File: config.mk
export PLATFORM = sky130hd
export DESIGN_NAME = memory_game_fsm
export DESIGN_NICKNAME = d
export VERILOG_FILES = /design/src/rtl/memory_game_fsm.sv
export SDC_FILE = /design/constraint.sdc
export NUM_CORES = 1
export LEC_CHECK = 0
export CAP_MARGIN = 20
export CORE_MARGIN = 2
export CORE_UTILIZATION = 35
export CTS_CLUSTER_SIZE = 12
export DETAILED_ROUTE_END_ITERATION = 6
export GPL_ROUTABILITY_DRIVEN = 0
export GPL_TIMING_DRIVEN = 1
export PLACE_DENSITY = 0.71
export SKIP_CTS_REPAIR_TIMING = 1
export SYNTH_ARGS = -nofsm -noshare
export SYNTH_HDL_FRONTEND = slang
export SYNTH_SLANG_ARGS = --single-unit
File: constraint.sdc
create_clock -name clock_50M -period 3.6 [get_ports clock_50M]
set_input_delay 0.36 -clock clock_50M [delete_from_list [all_inputs] [get_ports clock_50M]]
set_output_delay 0.36 -clock clock_50M [all_outputs]
set_load 0.01 [all_outputs]
File: src/rtl/memory_game_fsm.sv
// Memory-game sequencer: button conditioning, 5x4 cursor, pick/compare/show/won flow.
// Optional MEMORY_GAME_DEBOUNCE_EN adds a per-button stability filter ahead of edge detection.
`timescale 1ns/1ps
module memory_game_fsm #(
  parameter int unsigned NUM_CARDS       = 20,
  parameter int unsigned COLS            = 5,
  parameter int unsigned ROWS            = 4,
  parameter int unsigned REVEAL_FRAMES   = 60,
  parameter int unsigned DEBOUNCE_CYCLES = 500000
) (
  input  logic                   clock_50M,
  input  logic                   reset_n,
  input  logic                   frame_tick,
  input  logic                   move_x,
  input  logic                   move_y,
  input  logic                   select,
  input  logic [NUM_CARDS*5-1:0] card_ids,
  output logic [4:0]             cursor,
  output logic [NUM_CARDS-1:0]   revealed,
  output logic [NUM_CARDS-1:0]   matched,
  output logic [3:0]             match_count,
  output logic [7:0]             attempts,
  output logic                   game_won
);

  localparam int unsigned ID_W  = 5;
  localparam int unsigned POS_W = 5;
  localparam int unsigned COL_W = 3;
  localparam int unsigned ROW_W = 2;
  localparam int unsigned CNT_W = 4;
  localparam int unsigned ATT_W = 8;
  localparam int unsigned FRM_W = $clog2(REVEAL_FRAMES + 1);
  localparam int unsigned DB_W  = $clog2(DEBOUNCE_CYCLES + 1);
  localparam int unsigned BX    = 0;
  localparam int unsigned BY    = 1;
  localparam int unsigned BS    = 2;

  typedef enum logic [2:0] {PICK1, PICK2, COMPARE, SHOW, WON} state_t;

  logic [2:0] raw, sync1_q, sync2_q, level, prev_q, pulse_q;

  assign raw = {select, move_y, move_x};

  // Synchronizer plus registered rising-edge detector
  always_ff @(posedge clock_50M or negedge reset_n) begin
    if (!reset_n) begin
      sync1_q <= '0;
      sync2_q <= '0;
      prev_q  <= '0;
      pulse_q <= '0;
    end else begin
      sync1_q <= raw;
      sync2_q <= sync1_q;
      prev_q  <= level;
      pulse_q <= level & ~prev_q;
    end
  end

`ifdef MEMORY_GAME_DEBOUNCE_EN
  logic [2:0]      level_q;
  logic [DB_W-1:0] db_cnt_q [3];

  // Accept a new level only after it has held for the full window
  always_ff @(posedge clock_50M or negedge reset_n) begin
    if (!reset_n) begin
      level_q <= '0;
      for (int i = 0; i < 3; i++) db_cnt_q[i] <= '0;
    end else begin
      for (int i = 0; i < 3; i++) begin
        if (sync2_q[i] == level_q[i]) begin
          db_cnt_q[i] <= '0;
        end else if (db_cnt_q[i] == DB_W'(DEBOUNCE_CYCLES - 1)) begin
          level_q[i]  <= sync2_q[i];
          db_cnt_q[i] <= '0;
        end else begin
          db_cnt_q[i] <= db_cnt_q[i] + 1'b1;
        end
      end
    end
  end

  assign level = level_q;
`else
  logic [DB_W-1:0] db_width_unused;
  assign db_width_unused = '0;
  assign level = sync2_q;
`endif

  // Pair identity is the card id without its lsb
  logic [ID_W-2:0]      pair_id [NUM_CARDS];
  logic [NUM_CARDS-1:0] id_lsb_unused;

  for (genvar g = 0; g < NUM_CARDS; g++) begin : g_pair
    assign pair_id[g]       = card_ids[ID_W*g+1 +: ID_W-1];
    assign id_lsb_unused[g] = card_ids[ID_W*g];
  end

  state_t               state_q, state_n;
  logic [COL_W-1:0]     col_q, col_n;
  logic [ROW_W-1:0]     row_q, row_n;
  logic [POS_W-1:0]     first_q, first_n, second_q, second_n, cursor_n;
  logic [NUM_CARDS-1:0] revealed_n, matched_n;
  logic [CNT_W-1:0]     match_count_n;
  logic [ATT_W-1:0]     attempts_n;
  logic [FRM_W-1:0]     frm_q, frm_n;
  logic                 game_won_n;
  logic                 free_c;

  always_ff @(posedge clock_50M or negedge reset_n) begin
    if (!reset_n) begin
      state_q     <= PICK1;
      col_q       <= '0;
      row_q       <= '0;
      cursor      <= '0;
      first_q     <= '0;
      second_q    <= '0;
      revealed    <= '0;
      matched     <= '0;
      match_count <= '0;
      attempts    <= '0;
      frm_q       <= '0;
      game_won    <= 1'b0;
    end else begin
      state_q     <= state_n;
      col_q       <= col_n;
      row_q       <= row_n;
      cursor      <= cursor_n;
      first_q     <= first_n;
      second_q    <= second_n;
      revealed    <= revealed_n;
      matched     <= matched_n;
      match_count <= match_count_n;
      attempts    <= attempts_n;
      frm_q       <= frm_n;
      game_won    <= game_won_n;
    end
  end

  always_comb begin
    state_n       = state_q;
    col_n         = col_q;
    row_n         = row_q;
    first_n       = first_q;
    second_n      = second_q;
    revealed_n    = revealed;
    matched_n     = matched;
    match_count_n = match_count;
    attempts_n    = attempts;
    frm_n         = frm_q;

    // Cursor moves in every state; select below still uses the pre-move cursor
    if (pulse_q[BY]) row_n = (row_q == ROW_W'(ROWS - 1)) ? '0 : row_q + 1'b1;
    if (pulse_q[BX]) col_n = (col_q == '0) ? COL_W'(COLS - 1) : col_q - 1'b1;
    cursor_n = POS_W'(ROWS) * POS_W'(col_n) + POS_W'(row_n);

    free_c = !matched[cursor] && !revealed[cursor];

    case (state_q)
      PICK1: begin
        if (pulse_q[BS] && free_c) begin
          revealed_n[cursor] = 1'b1;
          first_n            = cursor;
          state_n            = PICK2;
        end
      end
      PICK2: begin
        if (pulse_q[BS] && free_c && (cursor != first_q)) begin
          revealed_n[cursor] = 1'b1;
          second_n           = cursor;
          attempts_n         = (attempts == '1) ? attempts : attempts + 1'b1;
          state_n            = COMPARE;
        end
      end
      COMPARE: begin
        if (pair_id[first_q] == pair_id[second_q]) begin
          matched_n[first_q]   = 1'b1;
          matched_n[second_q]  = 1'b1;
          revealed_n[first_q]  = 1'b0;
          revealed_n[second_q] = 1'b0;
          match_count_n        = match_count + 1'b1;
          state_n = (match_count_n == CNT_W'(NUM_CARDS / 2)) ? WON : PICK1;
        end else begin
          frm_n   = '0;
          state_n = SHOW;
        end
      end
      SHOW: begin
        if (frame_tick) begin
          if (frm_q + 1'b1 == FRM_W'(REVEAL_FRAMES)) begin
            revealed_n[first_q]  = 1'b0;
            revealed_n[second_q] = 1'b0;
            state_n              = PICK1;
          end else begin
            frm_n = frm_q + 1'b1;
          end
        end
      end
      WON: begin
        if (pulse_q[BS]) begin
          revealed_n    = '0;
          matched_n     = '0;
          match_count_n = '0;
          attempts_n    = '0;
          state_n       = PICK1;
        end
      end
      default: state_n = PICK1;
    endcase

    game_won_n = (state_n == WON);
  end

endmodule

## After elaboration in Yosys (flattened, before gate mapping)

Index checks and enable logic that the tools add are counted.

| word-level totals | value |
|---|---|
| flip-flop bits (word level) | 94 |
| logic and storage cells | 129 |
| output and inout bits | 58 |

| cells by class | value |
|---|---|
| mux-type cells | 48 |
| $add $sub $neg | 6 |
| reductions and logical operators | 20 |
| order comparisons | 8 |
| bitwise logic cells | 11 |
| equal/unequal tests | 20 |

Operator list:

| kind | count |
|---|---|
| $mux W20 | 7 |
| $pmux W20 S5 | 1 |
| $or A20 B20 Y20 | 3 |
| $and A20 B20 Y20 | 2 |
| $bmux W4 S5 | 2 |
| $not A20 Y20 | 2 |
| $pmux W20 S2 | 1 |
| $mux W3 | 9 |
| $mux W4 | 6 |
| $mux W8 | 3 |
| $lt A5 B6 Y1 const B | 3 |
| $mux W6 | 3 |
| $ne A2 B2 Y1 const B | 9 |
| $pmux W8 S2 | 1 |
| $demux W1 S5 | 3 |
| $ge A5 B1 Y1 const B | 3 |
| $pmux W3 S5 | 1 |
| $ge A6 B6 Y1 const B | 2 |
| $not A5 Y6 | 2 |
| $pmux W6 S2 | 1 |
| $bmux W1 S5 | 2 |
| $add A8 B1 Y8 const B | 1 |
| $eq A8 B8 Y1 const B | 1 |
| $pmux W4 S2 | 1 |
| 26 further kinds | 44 |

## Longest topological paths before layout

| logic depth | value |
|---|---|
| depth in word-level cells | 10 |
| depth in mapped cells | 12 |
| mapped depth without buffers | 8 |

## Worst setup path before layout

OpenSTA, ideal clock, no wires.

| timing | value |
|---|---|
| kind | reg2reg |
| from | register cursor[1] |
| to | register second_q[0] |
| slack | 922 ps |
| library setup time | 125 ps |
| clock period less this slack | 2678 ps |
| stages on the path, launching flop included | 10 |
| arrival time | 2553 ps |
| cell sequence | dfrtp_1 > buf_2 > or3_1 > o311ai_0 > o311ai_0 > o311a_1 > nor3_2 > and3_1 > clkbuf_1 > mux2_2 |

| between the ends | value |
|---|---|
| longest elaborated chain between the ends | 7 |
| elaborated cells between the ends (all ways) | 11 |

RTL lines:

| element | line | RTL |
|---|---|---|
| start: declaration | 18 | `output logic [4:0] cursor,` |
| start signal: assignment | 127 | `cursor <= cursor_n;` |
| $bmux W1 S5 | 156 | `free_c = !matched[cursor] && !revealed[cursor];` |
| $mux W1 (implied by the code) | 156 |  |
| $logic_not A1 Y1 | 156 |  |
| $logic_and A1 B1 Y1 | 156 |  |
| $logic_and A1 B1 Y1 | 167 | `if (pulse_q[BS] && free_c && (cursor != first_q)) begin` |
| $logic_and A1 B1 Y1 * | 167 |  |
| $reduce_and A2 Y1 (no source line) * | n/a |  |
| end signal: assignment | 129 | `second_q <= second_n;` |
| end: declaration | 101 | `logic [POS_W-1:0] first_q, first_n, second_q, second_n, cursor_n;` |

Every way passes the cells marked *; elsewhere a longest branch is shown, timed or not. The select of a mux whose other input is x is not followed.
A chain may end at the register's enable or synchronous reset.

## Worst setup path after layout

| timing | value |
|---|---|
| from | register first_q[0] |
| to | register frm_q[4] |

| between the ends | value |
|---|---|
| longest elaborated chain between the ends | 7 |

RTL lines:

| element | line | RTL |
|---|---|---|
| start: declaration | 101 |  |
| start signal: assignment | 128 | `first_q <= first_n;` |
| $not A5 Y6 (implied by the code) | 175 | `if (pair_id[first_q] == pair_id[second_q]) begin` |
| $bmux W4 S5 | 175 |  |
| $mux W4 (implied by the code) (2 in a row) | 175 |  |
| $eq A4 B4 Y1 | 175 |  |
| $ne A2 B2 Y1 (no source line) | n/a |  |
| $reduce_and A4 Y1 (no source line) | n/a |  |
| end signal: assignment | 134 | `frm_q <= frm_n;` |
| end: declaration | 105 | `logic [FRM_W-1:0] frm_q, frm_n;` |

No other way between the ends. The select of a mux whose other input is x is not followed.

==> out/summary.txt <==
LEAKAGE: 3.17 nW
die area: 0.0188 sq mm
met3 Use GR: 3.93%
Tot Pwr: 6.78 mW
number of cells on the critical path: 8
Post-DRT Antenna Nets: 0
mapped cell area: 0.00621 sq mm
clock-pin slew on the worst setup and hold paths: 70 ps
largest net degree at the start of global routing: 66
Core ar.: 0.0173 sq mm
count of cell types in the netlist: 71
first-pass GRT wire length: 32100 um
met2 Usage GRT: 35.5%
Syn Area/Cell: 9.50 sq um
measured slew at the worst slew-check pin: 964 ps
Initial Util: 35.9%
H-Tree Level Count: 3
Seq/Total Area, Yosys: 35.9%
WP data required: 3890 ps
VDD IR max: 0.000469 V
met1 usage: 30.0%
clock skew: 5.89 ps
Area after DPL: 0.00785 sq mm
layout cell share with drive strength beyond 1: 11.3%
HPWL Detailed: 15000 um
post-layout minimum cycle time: 3350 ps
initial antenna violation count: 0
CTS Buf Count: 9
via count: 5999
Synth top cells by count: 89 x dfrtp_1, 62 x nor2_1, 56 x nand2_1, 40 x mux2i_1, 36 x nor3_1
drt total wl: 20200 um
Ports: 164
Synth Flop Type: dfrtp_1
clock latency on the worst-skew pair: 350 ps
Async S/R FF share, synth: 100%
drt via density: 5.96
cell with the most instances after synthesis: dfrtp_1
routed length per instance: 20.0 um
Worst Path Buf+Inv: 2
Top Family by Delay on Critical Path: compound AO/OA/AOI/OAI gates
busiest grt layer: met2
critical path class: reg -> reg
synthesis-to-finish area growth: 31.3%
Remaining DRCs: 0
Core Rows: 48
Setup crit end: frm_q[4]
Critical Path, Cell by Cell: buf_4 -> mux4_2 -> a22o_1 -> o21ai_0 -> nand4_1 -> buf_4 -> o31ai_4 -> a22o_1
IO buf count: 143
Critical Path Sink Type: flip-flop
achievable clock frequency: 0.299 GHz
Post-synth EDFFs: 0
Worst Setup SP: first_q[0]
register bit count reported by yosys: 89
leading area contributor after synthesis: dfrtp_1
Sink Count: 89
ANT cells: 0
worst reg2reg path depth: 8
Pre-antenna DRT Iters: 5
Synth area leaders: dfrtp_1 36%, mux4_2 8.0%, mux2i_1 6.5%, nor2_1 3.8%, nand2_1 3.4%
Die Width: 137 um
setup TNS: 0 ps
fin. max-slew vios: 0
CTS tree: built
critical path arrival: 3640 ps
Startpoint Class: flip-flop
unrepaired setup endpoints after global routing: no
Core Util, Final: 47.1%
share of the synthesized area in the top cell type: 35.9%
buffer depth of the longest clock path: 2
clock root buffer: clkbuf_16
part of the cycle the worst path needs: 93.0%
CP peak stage delay: 860 ps
vias in the first global route: 5925
fin area: 0.00815 sq mm
setup ws final: 252 ps
pre-CTS WS: 300 ps
Final Hold Fails: 0
final setup violation count: 0
NumNets Final: 892
gr ovfl total: 0
Reg-to-Reg End: frm_q[4]
post-synthesis cell count: 653
outcome: completed
Hold Crit Class: in -> async
Max-Cap Viols: 0
Syn Nets: 768
Slew HR: 35.3%
synth warn: 0
pwr/cell area: 832 mW/mm^2
total track usage: 22.1%
internal reg-to-reg setup slack: 250 ps
r2r startpoint: first_q[0]
CP Max Fanout: 15
CP max stage cell: dfrtp_1
DR iter-0 viols: 658
die span in y: 137 um
registers in the layout (all words and copies together) (netlist names), 4 cells and up:
register,cells
attempts,8
first_q,5
matched,20
match_count,4
second_q,5
frm_q,6
revealed,20
layout make-up:
cell class              instances  area (sq um)
fillers                      1690          9150
clock inverters                 4          52.6
repair buffers                166          1630
multi-input cells             499          3670
well taps                     225           282
flip-flops and latches         89          2230
inverters                      12          45.0
clock buffers                  12           246
layer usage:
layer / share of wire [%] / vias up
li1: - / 2745
met1: 42 / 2918
met2: 48 / 285
met3: 7.2 / 51
met4: 3.2 / 0
met5: 0 / -
stage by stage:
stage / instances / hold slack [ps]
CTS: 1007 / 149
global placement: 991 / 333
global route: 1007 / 188
finish: 1007 / 113
floorplan: 653 / 64.4
detailed placement: 991 / 336
logic make-up after synthesis:
family	count (synthesis)	synth area share (%)
simple gates	256	21.3
compound gates	154	18.5
flops	89	35.9
mux	74	16.6
buf+inv	65	5.06
fa+ha+maj	9	1.81
xor+xnor	6	0.847
where the power goes:
part           leakage [nW]  switching, mW  internal, mW  total, mW
combinational          1.96           2.10          1.80       3.90
sequential             1.08          0.612          1.31       1.92
clock                 0.135          0.400         0.558      0.957
total                  3.17           3.11          3.66       6.78
placed cells by master (no fill, tap or decap), drive strengths merged, types with 7 or more instances in the layout:
| cell type | count |
|---|---|
| nor2b | 8 |
| clkbuf | 12 |
| dfrtp | 89 |
| a21oi | 15 |
| buf | 24 |
| mux2i | 40 |
| clkdlybuf4s50 | 142 |
| nor2 | 62 |
| o211ai | 9 |
| nand2b | 13 |
| inv | 11 |
| mux2 | 12 |
| o21ai | 17 |
| nand3 | 16 |
| ha | 9 |
| a22o | 23 |
| o22ai | 16 |
| or3 | 7 |
| mux4 | 22 |
| nand2 | 56 |
| nor4 | 14 |
| o32ai | 10 |
| nor3 | 38 |
| a31oi | 17 |
how the worst min path moves through the flow:
stage / end / cells after the start
floorplan: attempts[0] / 0
global placement: level[2] / 0
detailed placement: level[2] / 0
CTS: matched[19] / 1
global route: revealed[2] / 1
finish: revealed[2] / 1
worst reg2reg max path: cells and delay by family (launching register included):
family,cells,cell delay [ps]
mux,1,510
flops,1,860
simple gates,1,320
compound gates,4,1030
buf+inv,2,570
No activity file was read; power rests on OpenSTA's default activity.
